[config.mk]
export PLATFORM = sky130hd
export DESIGN_NAME = inst_loader_flat
export DESIGN_NICKNAME = d
export VERILOG_FILES = /design/src/rtl/inst_loader_pkg.sv /design/src/rtl/inst_loader_if.sv /design/src/rtl/inst_loader.sv /design/src/flat_wrapper.sv
export SDC_FILE = /design/constraint.sdc
export NUM_CORES = 1
export LEC_CHECK = 0
export BUFFER_PORTS_ARGS = -buffer_cell sky130_fd_sc_hd__buf_2
export CAP_MARGIN = 20
export CORE_MARGIN = 10
export CORE_UTILIZATION = 50
export CTS_CLUSTER_SIZE = 28
export DETAILED_ROUTE_END_ITERATION = 6
export PLACE_DENSITY_LB_ADDON = 0.25
export SETUP_SLACK_MARGIN = 0.5
export SYNTH_ARGS = -nofsm -noshare
export SYNTH_HDL_FRONTEND = slang
export SYNTH_SLANG_ARGS = --single-unit
[constraint.sdc]
create_clock -name Clk -period 1.7 [get_ports Clk]
set_clock_uncertainty 0.1 [all_clocks]
set_input_delay 0.085 -clock Clk [delete_from_list [all_inputs] [get_ports Clk]]
set_output_delay 0.085 -clock Clk [all_outputs]
set_load 0.05 [all_outputs]
[src/rtl/inst_loader_pkg.sv]
// -----------------------------------------------------------------------------
// inst_loader_pkg
//   Shared types and constants for the instruction loader.
//   - state_t   : loader FSM states
//   - INSTR_W   : instruction word width (9 bits)
//   - HALT_WORD : halt/Ack encoding that sets HaltSeen when loaded
//   - LEN_W     : width of the big-endian length header (16 bits)
//   - pack_instr: builds an instruction word from the HI/LO stream bytes
// -----------------------------------------------------------------------------
package inst_loader_pkg;

  localparam int INSTR_W = 9;
  localparam logic [INSTR_W-1:0] HALT_WORD = 9'h1FF;
  localparam int LEN_W = 16;

  typedef enum logic [2:0] {
    S_IDLE    = 3'd0,
    S_LEN_HI  = 3'd1,
    S_LEN_LO  = 3'd2,
    S_INST_HI = 3'd3,
    S_INST_LO = 3'd4,
    S_CHK     = 3'd5,
    S_DONE    = 3'd6,
    S_ERR     = 3'd7
  } state_t;

  // Only bit 0 of the HI byte carries instruction data; the rest must be zero
  // and is checked separately by the FSM.
  function automatic logic [INSTR_W-1:0] pack_instr(input logic hi0,
                                                    input logic [7:0] lo);
    return {hi0, lo};
  endfunction

endpackage

[src/rtl/inst_loader_if.sv]
// -----------------------------------------------------------------------------
// inst_loader_if
//   Bundles the loader's byte-stream handshake, IMEM write port and status.
//   Modports:
//     master : host/test side (drives Start, InByte, InValid)
//     slave  : loader side    (drives InReady, IMEM write port, status)
//   Signals:
//     Start      host requests a new load
//     InByte     stream data byte
//     InValid    InByte valid
//     InReady    loader accepts a byte when InValid & InReady
//     ImemWrEn   one-cycle IMEM write strobe
//     ImemAddr   IMEM write address (PC_W bits)
//     ImemWrData packed 9-bit instruction
//     Busy       load in progress
//     Done       load completed with good checksum (level)
//     Err        load aborted (level)
//     CpuStart   one-cycle pulse when Done first rises
//     HaltSeen   a halt word has been loaded
// -----------------------------------------------------------------------------
interface inst_loader_if
  import inst_loader_pkg::*;
#(
  parameter int PC_W = 10
);

  logic               Start;
  logic [7:0]         InByte;
  logic               InValid;
  logic               InReady;
  logic               ImemWrEn;
  logic [PC_W-1:0]    ImemAddr;
  logic [INSTR_W-1:0] ImemWrData;
  logic               Busy;
  logic               Done;
  logic               Err;
  logic               CpuStart;
  logic               HaltSeen;

  modport master (
    output Start, InByte, InValid,
    input  InReady, ImemWrEn, ImemAddr, ImemWrData,
    input  Busy, Done, Err, CpuStart, HaltSeen
  );

  modport slave (
    input  Start, InByte, InValid,
    output InReady, ImemWrEn, ImemAddr, ImemWrData,
    output Busy, Done, Err, CpuStart, HaltSeen
  );

endinterface

[src/rtl/inst_loader.sv]
// -----------------------------------------------------------------------------
// inst_loader
//   Fills instruction memory from a byte stream. Stream layout:
//     LEN_HI, LEN_LO (word count N, big-endian), N x {HI, LO}, CHK
//   Each word is {HI[0], LO}; HI[7:1] must be zero. CHK is the XOR of every
//   preceding byte. Words go to IMEM addresses 0..N-1, one write strobe the
//   cycle after each LO byte. A good checksum ends in DONE with a CpuStart
//   pulse; any violation ends in ERR (already-written words are kept).
//
//   Ports:
//     Clk     : system clock, rising edge
//     Reset_n : asynchronous active-low reset
//     bus     : inst_loader_if.slave (handshake, IMEM write port, status)
//
//   Parameter PC_W: IMEM address width, capacity 2**PC_W words.
// -----------------------------------------------------------------------------
module inst_loader
  import inst_loader_pkg::*;
#(
  parameter int PC_W = 10
) (
  input  logic         Clk,
  input  logic         Reset_n,
  inst_loader_if.slave bus
);

  // One bit wider than the header so N == 2**PC_W is representable even when
  // PC_W equals the header width.
  localparam logic [LEN_W:0] CAP = (LEN_W+1)'(1) << PC_W;

  state_t             state;
  logic [7:0]         len_hi;
  logic [7:0]         chk;
  logic [LEN_W-1:0]   rem;
  logic [PC_W-1:0]    idx;
  logic               hi0;

  logic               take;
  logic [LEN_W-1:0]   hdr_len;
  logic [INSTR_W-1:0] word;

  // Ready is a pure decode of the state register, so it never depends on
  // InValid within the same cycle.
  assign bus.InReady = (state == S_LEN_HI)  || (state == S_LEN_LO) ||
                       (state == S_INST_HI) || (state == S_INST_LO) ||
                       (state == S_CHK);
  assign bus.Busy    = bus.InReady;
  assign take        = bus.InValid & bus.InReady;
  assign hdr_len     = {len_hi, bus.InByte};
  assign word        = pack_instr(hi0, bus.InByte);

  always_ff @(posedge Clk or negedge Reset_n) begin
    if (!Reset_n) begin
      state          <= S_IDLE;
      len_hi         <= '0;
      chk            <= '0;
      rem            <= '0;
      idx            <= '0;
      hi0            <= 1'b0;
      bus.ImemWrEn   <= 1'b0;
      bus.ImemAddr   <= '0;
      bus.ImemWrData <= '0;
      bus.Done       <= 1'b0;
      bus.Err        <= 1'b0;
      bus.CpuStart   <= 1'b0;
      bus.HaltSeen   <= 1'b0;
    end else begin
      // Strobes default low; address/data hold their last value.
      bus.ImemWrEn <= 1'b0;
      bus.CpuStart <= 1'b0;

      case (state)
        S_IDLE, S_DONE, S_ERR: begin
          if (bus.Start) begin
            state        <= S_LEN_HI;
            bus.Done     <= 1'b0;
            bus.Err      <= 1'b0;
            bus.HaltSeen <= 1'b0;
            chk          <= '0;
            idx          <= '0;
          end
        end

        S_LEN_HI: begin
          if (take) begin
            len_hi <= bus.InByte;
            chk    <= chk ^ bus.InByte;
            state  <= S_LEN_LO;
          end
        end

        S_LEN_LO: begin
          if (take) begin
            chk <= chk ^ bus.InByte;
            rem <= hdr_len;
            if ({1'b0, hdr_len} > CAP) begin
              state   <= S_ERR;
              bus.Err <= 1'b1;
            end else if (hdr_len == '0) begin
              state <= S_CHK;
            end else begin
              state <= S_INST_HI;
            end
          end
        end

        S_INST_HI: begin
          if (take) begin
            chk <= chk ^ bus.InByte;
            if (bus.InByte[7:1] != 7'd0) begin
              state   <= S_ERR;
              bus.Err <= 1'b1;
            end else begin
              hi0   <= bus.InByte[0];
              state <= S_INST_LO;
            end
          end
        end

        S_INST_LO: begin
          if (take) begin
            chk            <= chk ^ bus.InByte;
            // Registered write: the strobe appears the cycle after the LO byte.
            bus.ImemWrEn   <= 1'b1;
            bus.ImemAddr   <= idx;
            bus.ImemWrData <= word;
            if (word == HALT_WORD) bus.HaltSeen <= 1'b1;
            idx <= idx + PC_W'(1);
            rem <= rem - LEN_W'(1);
            // rem still holds the count before this word, so 1 means last.
            state <= (rem == LEN_W'(1)) ? S_CHK : S_INST_HI;
          end
        end

        S_CHK: begin
          if (take) begin
            // The checksum byte itself is not folded into chk.
            if (bus.InByte == chk) begin
              state        <= S_DONE;
              bus.Done     <= 1'b1;
              bus.CpuStart <= 1'b1;
            end else begin
              state   <= S_ERR;
              bus.Err <= 1'b1;
            end
          end
        end

        default: state <= S_IDLE;
      endcase
    end
  end

endmodule

[src/flat_wrapper.sv]
// flat-port wrapper written by rule: the top's interface ports become plain ports
module inst_loader_flat import inst_loader_pkg::*;
#(
  parameter int PC_W = 10
)
  (Clk, Reset_n, bus_Start, bus_InByte, bus_InValid, bus_InReady, bus_ImemWrEn, bus_ImemAddr, bus_ImemWrData, bus_Busy, bus_Done, bus_Err, bus_CpuStart, bus_HaltSeen);
  inst_loader_if #(.PC_W(PC_W)) bus_i ();
  input  logic Clk;
  input  logic Reset_n;
  input wire logic [$bits(bus_i.Start)-1:0] bus_Start;
  input wire logic [$bits(bus_i.InByte)-1:0] bus_InByte;
  input wire logic [$bits(bus_i.InValid)-1:0] bus_InValid;
  output wire logic [$bits(bus_i.InReady)-1:0] bus_InReady;
  output wire logic [$bits(bus_i.ImemWrEn)-1:0] bus_ImemWrEn;
  output wire logic [$bits(bus_i.ImemAddr)-1:0] bus_ImemAddr;
  output wire logic [$bits(bus_i.ImemWrData)-1:0] bus_ImemWrData;
  output wire logic [$bits(bus_i.Busy)-1:0] bus_Busy;
  output wire logic [$bits(bus_i.Done)-1:0] bus_Done;
  output wire logic [$bits(bus_i.Err)-1:0] bus_Err;
  output wire logic [$bits(bus_i.CpuStart)-1:0] bus_CpuStart;
  output wire logic [$bits(bus_i.HaltSeen)-1:0] bus_HaltSeen;
  assign bus_i.Start = bus_Start;
  assign bus_i.InByte = bus_InByte;
  assign bus_i.InValid = bus_InValid;
  assign bus_InReady = bus_i.InReady;
  assign bus_ImemWrEn = bus_i.ImemWrEn;
  assign bus_ImemAddr = bus_i.ImemAddr;
  assign bus_ImemWrData = bus_i.ImemWrData;
  assign bus_Busy = bus_i.Busy;
  assign bus_Done = bus_i.Done;
  assign bus_Err = bus_i.Err;
  assign bus_CpuStart = bus_i.CpuStart;
  assign bus_HaltSeen = bus_i.HaltSeen;
  inst_loader #(.PC_W(PC_W)) u_core (.Clk(Clk), .Reset_n(Reset_n), .bus(bus_i));
endmodule
# Word-level counts from Yosys, hierarchy flattened
# Cells that the tools add are included.
dict set report totals {
  register_bits 70
  out_inout_bits 26
  word_cells 105
}
dict set report classes {
  n_addsub 2
  n_lt_le_gt_ge 1
  n_eq_ne 22
  muxes 40
  bitwise_logic 3
  reduce_logical 24
}
# op count
set op_table {}
lappend op_table {{16-bit 2-to-1 mux} 2}
lappend op_table {{16-bit one-hot mux with 2 select lines} 1}
lappend op_table {{3-bit 2-to-1 mux} 9}
lappend op_table {{10-bit 2-to-1 mux} 2}
lappend op_table {{10-bit one-hot mux with 2 select lines} 1}
lappend op_table {{3-bit one-hot mux with 6 select lines} 1}
lappend op_table {{1-bit 2-to-1 mux} 17}
lappend op_table {{16-bit by 1-bit equality test with 1-bit output, second input constant} 1}
lappend op_table {{16-bit by 11-bit > comparator with 1-bit output, second input constant} 1}
lappend op_table {{16-bit logical NOT} 1}
lappend op_table {{8-bit 2-to-1 mux} 2}
lappend op_table {{8-bit one-hot mux with 2 select lines} 1}
lappend op_table {{16-bit by 1-bit subtractor with 16-bit output, second input constant} 1}
lappend op_table {{3-bit equality test, second input constant} 4}
lappend op_table {{2-bit by 1-bit != test with 1-bit output, second input constant} 6}
lappend op_table {{2-bit != test, second input constant} 6}
lappend op_table {{3-bit AND reduction} 4}
lappend op_table {{10-bit by 1-bit adder with 10-bit output, second input constant} 1}
lappend op_table {{9-bit equality test, second input constant} 1}
lappend op_table {{8-bit equality test} 1}
lappend op_table {{4-bit AND reduction} 2}
lappend op_table {{8-bit AND reduction} 1}
lappend op_table {{2-bit nonzero test} 4}
lappend op_table {{8-bit XOR} 1}
lappend op_table {{other kinds (15)} 21}

# Depth between registers and ports, before layout
# Gate-level depths: netlist (run 1).
dict set report logic_depth {
  depth_word 8
  depth_mapped 7
}

# Worst setup path before layout (run 1)
# No wires, ideal clock.
dict set report synth_path {
  path_type {register -> register}
  startpoint {reg u_core.state[2]}
  endpoint {reg u_core.idx[9]}
  t_arrival_ns 1.738
  path_slack_ns -0.215
  path_stages_with_launch 7
  path_buffers 1
  synth_period_minus_slack_ns 1.915
  path_cell_list {dfrtp_1 or3_1 buf_2 a21boi_4 o211ai_2 or3_1 a21oi_1}
}
dict set report synth_between {
  elab_chain_len 8
  word_cells_on_any_way 19
  classes_between {9 x eq/ne; 1 x mux; 1 x bitwise; 8 x reduce/logical}
}
# item line
set synth_lines {}
lappend synth_lines {{from (decl)} inst_loader.sv:31} ;# state_t state;
lappend synth_lines {{from (signal assigned)} inst_loader.sv:131} ;# state <= (rem == LEN_W'(1)) ? S_CHK : S_INST_HI;
lappend synth_lines {{3-bit by 1-bit equality test with 1-bit output / 3-bit by 2-bit equality test with 1-bit output (equally long branches)} inst_loader.sv:44} ;# assign bus.InReady = (state == S_LEN_HI) || (state == S_LEN_LO) ||
lappend synth_lines {{1-bit logical OR (2 in a row)} inst_loader.sv:44}
lappend synth_lines {{1-bit logical OR (2 in a row)} inst_loader.sv:45} ;# (state == S_INST_HI) || (state == S_INST_LO) ||
lappend synth_lines {{1-bit AND} inst_loader.sv:48} ;# assign take = bus.InValid & bus.InReady;
lappend synth_lines {{2-bit by 1-bit != test with 1-bit output (no source line)} --}
lappend synth_lines {{3-bit AND reduction (no source line)} --}
lappend synth_lines {{to (signal assigned)} inst_loader.sv:128} ;# idx <= idx + PC_W'(1);
lappend synth_lines {{to (decl)} inst_loader.sv:35} ;# logic [PC_W-1:0] idx;
# Several ways; a longest one is shown, not always the timed one.
# A chain may end at the register's enable or synchronous reset.

# Final worst setup path (run 1)
dict set report layout_path {
  startpoint {reg u_core.rem[7]}
  endpoint {reg u_core.rem[13]}
}
dict set report layout_between {
  elab_chain_len 3
}
# item line
set layout_lines {}
lappend layout_lines {{from (decl)} inst_loader.sv:34} ;# logic [LEN_W-1:0] rem;
lappend layout_lines {{from (signal assigned)} inst_loader.sv:95} ;# rem <= hdr_len;
lappend layout_lines {{from (signal assigned)} inst_loader.sv:129} ;# rem <= rem - LEN_W'(1);
lappend layout_lines {{16-bit by 1-bit subtractor with 16-bit output} inst_loader.sv:129}
lappend layout_lines {{16-bit 2-to-1 mux} inst_loader.sv:121} ;# if (take) begin
lappend layout_lines {{16-bit one-hot mux with 2 select lines} inst_loader.sv:72} ;# case (state)
# Every way passes these cells. The select of a mux whose other input is x is not followed.

==> results.md, run 1 <==
* Outcome: finished with violations
* Violated checks: setup timing
* Total leakage power at 2.72 nW
* Detailed-placement wirelength estimate at 6550 um
* Number of maximum-capacitance constraint violations at 0
* I/O Pins at 38
* Final net count at approximately 560
* Total congestion overflow at 0
* Drt total wl at ~15000 um
* Area inside the core boundary at 6910 um2
* Hold WC Path Type: in2reg
* Via count of the first global-routing pass at 3350
* Top_reg_cell synth: sky130_fd_sc_hd__dfrtp_1
* Hold Vio Cnt, Final at 0
* Met1 Use GR at 23.9%
* Synth top area cells: sky130_fd_sc_hd__dfrtp_1, sky130_fd_sc_hd__nand2_1, sky130_fd_sc_hd__o21ai_0, sky130_fd_sc_hd__nor2_1, sky130_fd_sc_hd__xor2_1
* Worst-case register-to-register setup slack at -240 ps
* Number of buffers on the longest clock path at 2
* Area of the die at 11000 um2
* IO buf count at 37
* Minimum period implied by the final worst setup slack at 1940 ps
* Gate family responsible for the most delay along the worst path: simple AND/OR/NAND/NOR gates
* Area leader, netlist: sky130_fd_sc_hd__dfrtp_1
* Global placement routability congestion at 0.897
* Number of antenna cells inserted at 0
* Layout cells sized above 1 at 48.6%
* Total iterations of the first detailed-routing run at 5
* Height of the chip at 105 um
* Total cell area at the placement stage at 4290 um2
* Number of standard cells after synthesis at 404
* Ys async rst share at 100%
* Sink count of the clock tree at 70
* Width of the chip at 105 um
* Placement-stage worst setup slack at -198 ps
* CTS buffer count at 9
* Kind of end point of the critical path: flip-flop
* Worst ir drop on vdd at around 1.2 mV
* Number of placement rows at 30
* Tcrit/Tclk final at 114%
* Final sum of negative setup slack at -3420 ps
* Residual DRC at 0
* Detail-routed via count per cell at 6.29
* Leading post-synthesis cells by instance count: sky130_fd_sc_hd__nand2_1, sky130_fd_sc_hd__dfrtp_1, sky130_fd_sc_hd__o21ai_0, sky130_fd_sc_hd__nor2_1, sky130_fd_sc_hd__a21oi_1
* Rel. slew slack at between 50% and 60%
* Post-detailed-route count of antenna-violating nets at 0
* Yosys warning count at 0
* Synth Net Count at roughly 420
* Final design instance area without fill at 5830 um2
* Clock root cell: sky130_fd_sc_hd__clkbuf_8
* Max FO, Critical Path at 6
* Wire length of the first global-routing pass at 16800 um
* Proportion of synthesized chip area in sequential cells at between 40% and 50%
* Top-area cell type share of the netlist area at 48.6%
* Number of flip-flops and latches in the synthesized netlist at 70
* Setup repair after global routing missed its margin: yes
* Buffer and inverter count on the worst path at 1
* Busiest layer in global routing: met2
* Number of DRC markers after the initial detailed-route iteration at 481
* Number of distinct standard cells referenced by the synthesized netlist at 49
* Worst endpoint required time at around 1900 ps
* Critical Setup Path Class: reg2reg
* Slew Viols, Final at 0
* Largest stage delay on the critical path at 430 ps
* Met3 Resource Use GR at under 10%
* Cells along the critical path: nor4_4 -> buf_4 -> nand3_4 -> nor3b_4 -> a31oi_1 -> o22a_1
* Initial core utilization at between 50 and 60%
* Number of vias in the routed layout at ~4000
* Fraction of met2 tracks used by global routing at 29.4%
* Largest net degree at the start of global routing at 31
* Power per cell area at roughly 1700 nW/um2
* Number of enable flip-flop cells after synthesis at 0
* Maximum frequency from static timing analysis at ~520 MHz
* Area growth from synthesis to final layout at 61.9%
* PnR worst setup slack at -241 ps
* GRT Util Overall at 18.6%
* CTS H-tree depth at 3
* Syn avg cell area at 8.91 um2
* Data arrival time of the critical path at 2090 ps
* Worst-Margin Slew at 620 ps
* WL per Instance at approximately 23 um
* Clock-pin slew of the registers on the worst-case setup and hold paths at 90 ps
* Nature of the critical path startpoint: flip-flop
* Clock tree from TritonCTS: built
* Number of failing setup endpoints in the final timing report at 42
* Clock latency of the later-clocked register in the worst-skew pair at 370 ps
* Worst path slowest cell: sky130_fd_sc_hd__dfrtp_1
* Leading cell type by number of instances after synthesis: sky130_fd_sc_hd__nand2_1
* Netlist area before placement at around 3600 um2
* Number of antenna violations at the first check in global routing at 0
## timing repair
| item | in CTS | in global routing |
|---|---|---|
| setup endpoints to repair | 72 | 78 |
| hold buffers | 9 | 0 |
| pin swaps | 22 | 29 |
| cloned | 2 | 8 |
| resized for setup | 47 | 146 |
| setup buffers | 14 | 42 |
| hold endpoints to repair | 80 | 0 |
## metrics by stage
stage | util, % | hold WS [ps] | cells | power [mW]
4_1_cts | 70.5 | 10.9 | 597 | 7.67
2_1_floorplan | - | -311 | 404 | 4.86
3_5_place_dp | 62.2 | -37.2 | 556 | 5.87
3_3_place_gp | 62.2 | -39.9 | 556 | 5.77
5_1_grt | 84.4 | 0.887 | 647 | 9.98
6_report | 84.4 | 0.558 | 647 | 9.65
## cells by family (layout without fill, tap and decap cells)
logic type,count (synthesis),after routing,share of synthesized area [%]
compound gates,93,95,16.2
flops,70,70,48.6
buf+inv,31,175,3.72
simple gates,180,181,23.1
xor+xnor,16,16,3.89
fa+ha+maj,3,3,1.04
mux,11,11,3.37
## area by class of cell
class	instances	area, um2
Clock buffer	11	141
Clock inverter	5	33.8
Fill cell	336	1080
Inverter	6	28.8
Multi-Input combinational cell	306	2310
Sequential cell	70	1760
Tap cell	96	120
Timing Repair Buffer	153	1440
## placed cells by master (no fill, tap or decap), types with 4 or more instances in the layout
cell                            instances
sky130_fd_sc_hd__nand4_1                7
sky130_fd_sc_hd__buf_8                  4
sky130_fd_sc_hd__a21oi_2                4
sky130_fd_sc_hd__buf_12                 9
sky130_fd_sc_hd__nand2_2               20
sky130_fd_sc_hd__nand2b_1              11
sky130_fd_sc_hd__buf_6                 33
sky130_fd_sc_hd__xor2_1                14
sky130_fd_sc_hd__buf_2                 29
sky130_fd_sc_hd__nor4_2                 4
sky130_fd_sc_hd__dlygate4sd3_1          9
sky130_fd_sc_hd__nand3_4                4
sky130_fd_sc_hd__o21ai_0                4
sky130_fd_sc_hd__buf_4                 59
sky130_fd_sc_hd__a21oi_1               12
sky130_fd_sc_hd__dfrtp_1               67
sky130_fd_sc_hd__nor2_1                28
sky130_fd_sc_hd__o21a_1                 4
sky130_fd_sc_hd__nand2_4               12
sky130_fd_sc_hd__clkbuf_8              10
sky130_fd_sc_hd__o22a_1                 5
sky130_fd_sc_hd__nand2_1               45
sky130_fd_sc_hd__o21ai_2                8
sky130_fd_sc_hd__nor3_4                 4
sky130_fd_sc_hd__clkbuf_4               6
sky130_fd_sc_hd__nand3_1                6
sky130_fd_sc_hd__nor3_1                 6
sky130_fd_sc_hd__mux2_4                 9
sky130_fd_sc_hd__o21ai_1               31
sky130_fd_sc_hd__nor2_4                 4
sky130_fd_sc_hd__nor2_2                 4
## where the power goes
part | switching [mW] | leakage, nW | total, mW | internal, mW
clock | 0.714 | 0.0857 | 1.28 | 0.570
sequential | 0.677 | 0.897 | 2.86 | 2.18
combinational | 2.96 | 1.73 | 5.50 | 2.54
total | 4.35 | 2.72 | 9.65 | 5.29
## metal layers
metal,part of all wire [%],vias to the layer above
met3,10,99
met2,46,329
met5,0,-
met4,5.9,0
met1,37,1942
li1,-,1701
## registers in the layout (all words and copies together), names as in the netlist
signal / cells
u_core.bus.CpuStart: 1
u_core.bus.Done: 1
u_core.bus.Err: 1
u_core.bus.HaltSeen: 1
u_core.bus.ImemAddr: 10
u_core.bus.ImemWrData: 9
u_core.bus.ImemWrEn: 1
u_core.chk: 8
u_core.hi0: 1
u_core.idx: 10
u_core.len_hi: 8
u_core.rem: 16
u_core.state: 3
## worst paths after layout
kind | to | cells past startpoint | from
setup / recovery | u_core.rem[13]$_DFFE_PN0P_ | 6 | u_core.rem[7]$_DFFE_PN0P_
hold reg to reg | u_core.bus.ImemAddr[0]$_DFFE_PN0P_ | 2 | u_core.bus.ImemAddr[0]$_DFFE_PN0P_
hold / removal | u_core.len_hi[2]$_DFFE_PN0P_ | 2 | bus_InByte[2]
min in group asynchronous | u_core.bus.ImemAddr[3]$_DFFE_PN0P_ | 2 | Reset_n
max in group asynchronous | u_core.rem[0]$_DFFE_PN0P_ | 3 | Reset_n
setup reg to reg | u_core.rem[13]$_DFFE_PN0P_ | 6 | u_core.rem[7]$_DFFE_PN0P_
No activity file was read; power rests on OpenSTA's default activity.
==> inputs of run 2 (changes only) <==
- REMOVE_ABC_BUFFERS: default -> 1
==> run 2 against run 1 <==
Effect of this change: the run still ends with setup timing left; global-route usage grew 5.3 points; core utilization rose by 7.0 points; register-to-register slack lost 110 ps; combinational power increased by 12%; largest cell class unchanged.
==> results.md, run 2 (synthesis gave the netlist of run 1 again) <==
* Slew Viols, Final at 0
* PnR worst setup slack at -353 ps
* Area occupied by registers at 1750 um2
* Worst ir drop on vdd at 1.43 mV
* Detailed-placement wirelength estimate at around 6300 um
* Detail-routed via count per cell at 6.84
* Setup repair after global routing missed its margin: yes
* Number of vias in the routed layout at 4428
* Hold Crit Start: bus_InByte[0]
* Total congestion overflow at 0
* Final core occ at about nine tenths
* Highest-count cells in the layout ignoring fill and taps: sky130_fd_sc_hd__dfrtp_1, sky130_fd_sc_hd__buf_4, sky130_fd_sc_hd__nand2_2
* Final std cells w/o fill at 647
* Hold Vio Cnt, Final at 0
* I/O Pins at 38
* Number of maximum-capacitance constraint violations at 0
* Cell count of the worst hold path at 3
* Total iterations of the first detailed-routing run at 6
* Global placement routability congestion at 0.867
* Largest net degree at the start of global routing at about 70
* CTS H-tree depth at 3
* Area of the die at around 11000 um2
* Count of placed standard cells including taps at 563
* Outcome: finished with violations
* Clock latency of the later-clocked register in the worst-skew pair at 370 ps
* Number of antenna violations at the first check in global routing at 0
* CTS buffer count at 9
* Max FO, Critical Path at 6
* Area used by multi-input combinational logic at 2510 um2
* Layout cells sized above 1 at 58.8%
* Worst reg-to-reg path cell count at 7
* Terminating pin of the worst hold path: u_core.chk[0]$_DFFE_PN0P_
* Final net count at 562
* Hold WC Path Type: in2reg
* Tcrit/Tclk final at 121%
* Maximum frequency from static timing analysis at between 400 and 500 MHz
* Via count of the first global-routing pass at around 4000
* GRT Util Overall at 23.9%
* Number of antenna cells inserted at 0
* Origin of the critical flop-to-flop path: u_core.state[1]$_DFFE_PN0P_
* Worst endpoint required time at 1840 ps
* Clock-pin slew of the registers on the worst-case setup and hold paths at 100 ps
* Area inside the core boundary at 6910 um2
* Tightest hold margin at 26.8 ps
* Worst reg2reg endpoint: u_core.rem[12]$_DFFE_PN0P_
* WL per Instance at 28.2 um
* Drt total wl at 18300 um
* Worst-case register-to-register setup slack at -350 ps
* Number of DRC markers after the initial detailed-route iteration at 601
* Number of failing setup endpoints in the final timing report at 72
* Minimum period implied by the final worst setup slack at 2050 ps
* Sink count of the clock tree at 70
* Register name with the most flops: u_core.rem
* Residual DRC at 0
* Width of the chip at 105 um
* Critical Setup Path Class: reg2reg
* Wire length of the first global-routing pass at approximately 21000 um
* Post-detailed-route count of antenna-violating nets at 0
* Nature of the critical path startpoint: flip-flop
* Kind of end point of the critical path: flip-flop
* Area growth from synthesis to final layout at 75.2%
* Data arrival time of the critical path at roughly 2200 ps
* Number of buffers on the longest clock path at 2
* Total leakage power at around 2.9 nW
* Max reg flops at 16
* Initial core utilization at between 50% and 60%
* Most frequent standard cell in the layout excluding fill and tap cells: sky130_fd_sc_hd__dfrtp_1
* Registers with the most flip-flops: u_core.rem: 16 flops, u_core.bus.ImemAddr: 10 flops, u_core.idx: 10 flops
* Clock tree from TritonCTS: built
* Clock root cell: sky130_fd_sc_hd__clkbuf_8
* Rel. slew slack at 63.4%
* Height of the chip at 105 um
* Filler Cell Count at ~250
* Violated checks: setup timing
* IO buf count at 37
* Number of placement rows at 30
* Worst-Margin Slew at roughly 540 ps
* Power per cell area at 1670 nW/um2
==> run 2: metal layers <==
metal | global-route usage, % | vias to the layer above | wire length [um] | share of wire, %
met4 | 14.2 | 0 | 1630 | 8.9
met3 | 6.27 | 154 | 2310 | 13
met2 | 38.8 | 462 | 8170 | 45
met5 | 0 | - | 0 | 0
li1 | - | 1700 | - | -
met1 | 27.9 | 2112 | 6150 | 34
==> run 2: report_power, final <==
group,leakage [nW],internal [mW],switching [mW]
Sequential,0.899,2.18,0.652
Combinational,1.95,2.75,3.41
Clock,0.0973,0.816,0.734
==> run 2: per-stage QoR <==
step	worst slack, ps	cell area, um2	TNS (ps)	total power [mW]
final	-353	6310	-12100	10.5
after global routing	-359	6310	-13470	10.8
after CTS	-90.3	5470	-480	8.42
after detailed placement	-193	4230	-2460	5.69
after global placement	-173	4230	-1390	5.59
after floorplan	-1200	3490	-25840	4.45
==> run 2: how the worst max path moves through the flow <==
stage                                startpoint  depth (start not counted)  slack (ps)                    endpoint
floorplan           u_core.state[1]$_DFFE_PN0P_                          4       -1200  u_core.rem[13]$_DFFE_PN0P_
global placement      u_core.rem[8]$_DFFE_PN0P_                          7        -170  u_core.rem[13]$_DFFE_PN0P_
detailed placement    u_core.rem[8]$_DFFE_PN0P_                          7        -190  u_core.rem[13]$_DFFE_PN0P_
CTS                   u_core.rem[6]$_DFFE_PN0P_                          7         -90  u_core.rem[13]$_DFFE_PN0P_
global route        u_core.state[1]$_DFFE_PN0P_                          8        -360   u_core.idx[9]$_DFFE_PN0P_
finish              u_core.state[1]$_DFFE_PN0P_                          7        -350  u_core.rem[12]$_DFFE_PN0P_
==> run 2: final cells by class <==
| cell class | instances | share of cell area, % |
|---|---|---|
| inverter | 6 | 0.674 |
| timing repair buffer | 157 | 26.4 |
| multi-input combinational | 303 | 39.9 |
| clock buffer | 9 | 1.96 |
| clock inverter | 6 | 1.39 |
| tap | 96 | 1.90 |
| sequential | 70 | 27.8 |
==> run 2: critical path: stages, from the launching register on <==
cell	delay, ps
sky130_fd_sc_hd__dfrtp_1	490
sky130_fd_sc_hd__buf_6	150
sky130_fd_sc_hd__and2b_4	230
sky130_fd_sc_hd__buf_6	130
sky130_fd_sc_hd__o21ai_4	330
sky130_fd_sc_hd__buf_12	180
sky130_fd_sc_hd__a21oi_1	70
sky130_fd_sc_hd__o22a_1	230
==> run 2: repair_timing <==
| item | 4_1_cts | 5_1_grt |
|---|---|---|
| pin swaps | 77 | 75 |
| setup endpoints to repair | 72 | 85 |
| cloned | 10 | 6 |
| hold endpoints to repair | 75 | 0 |
| resized for setup | 177 | 153 |
| buffers inserted | 25 | 23 |
| hold buffers | 5 | 0 |
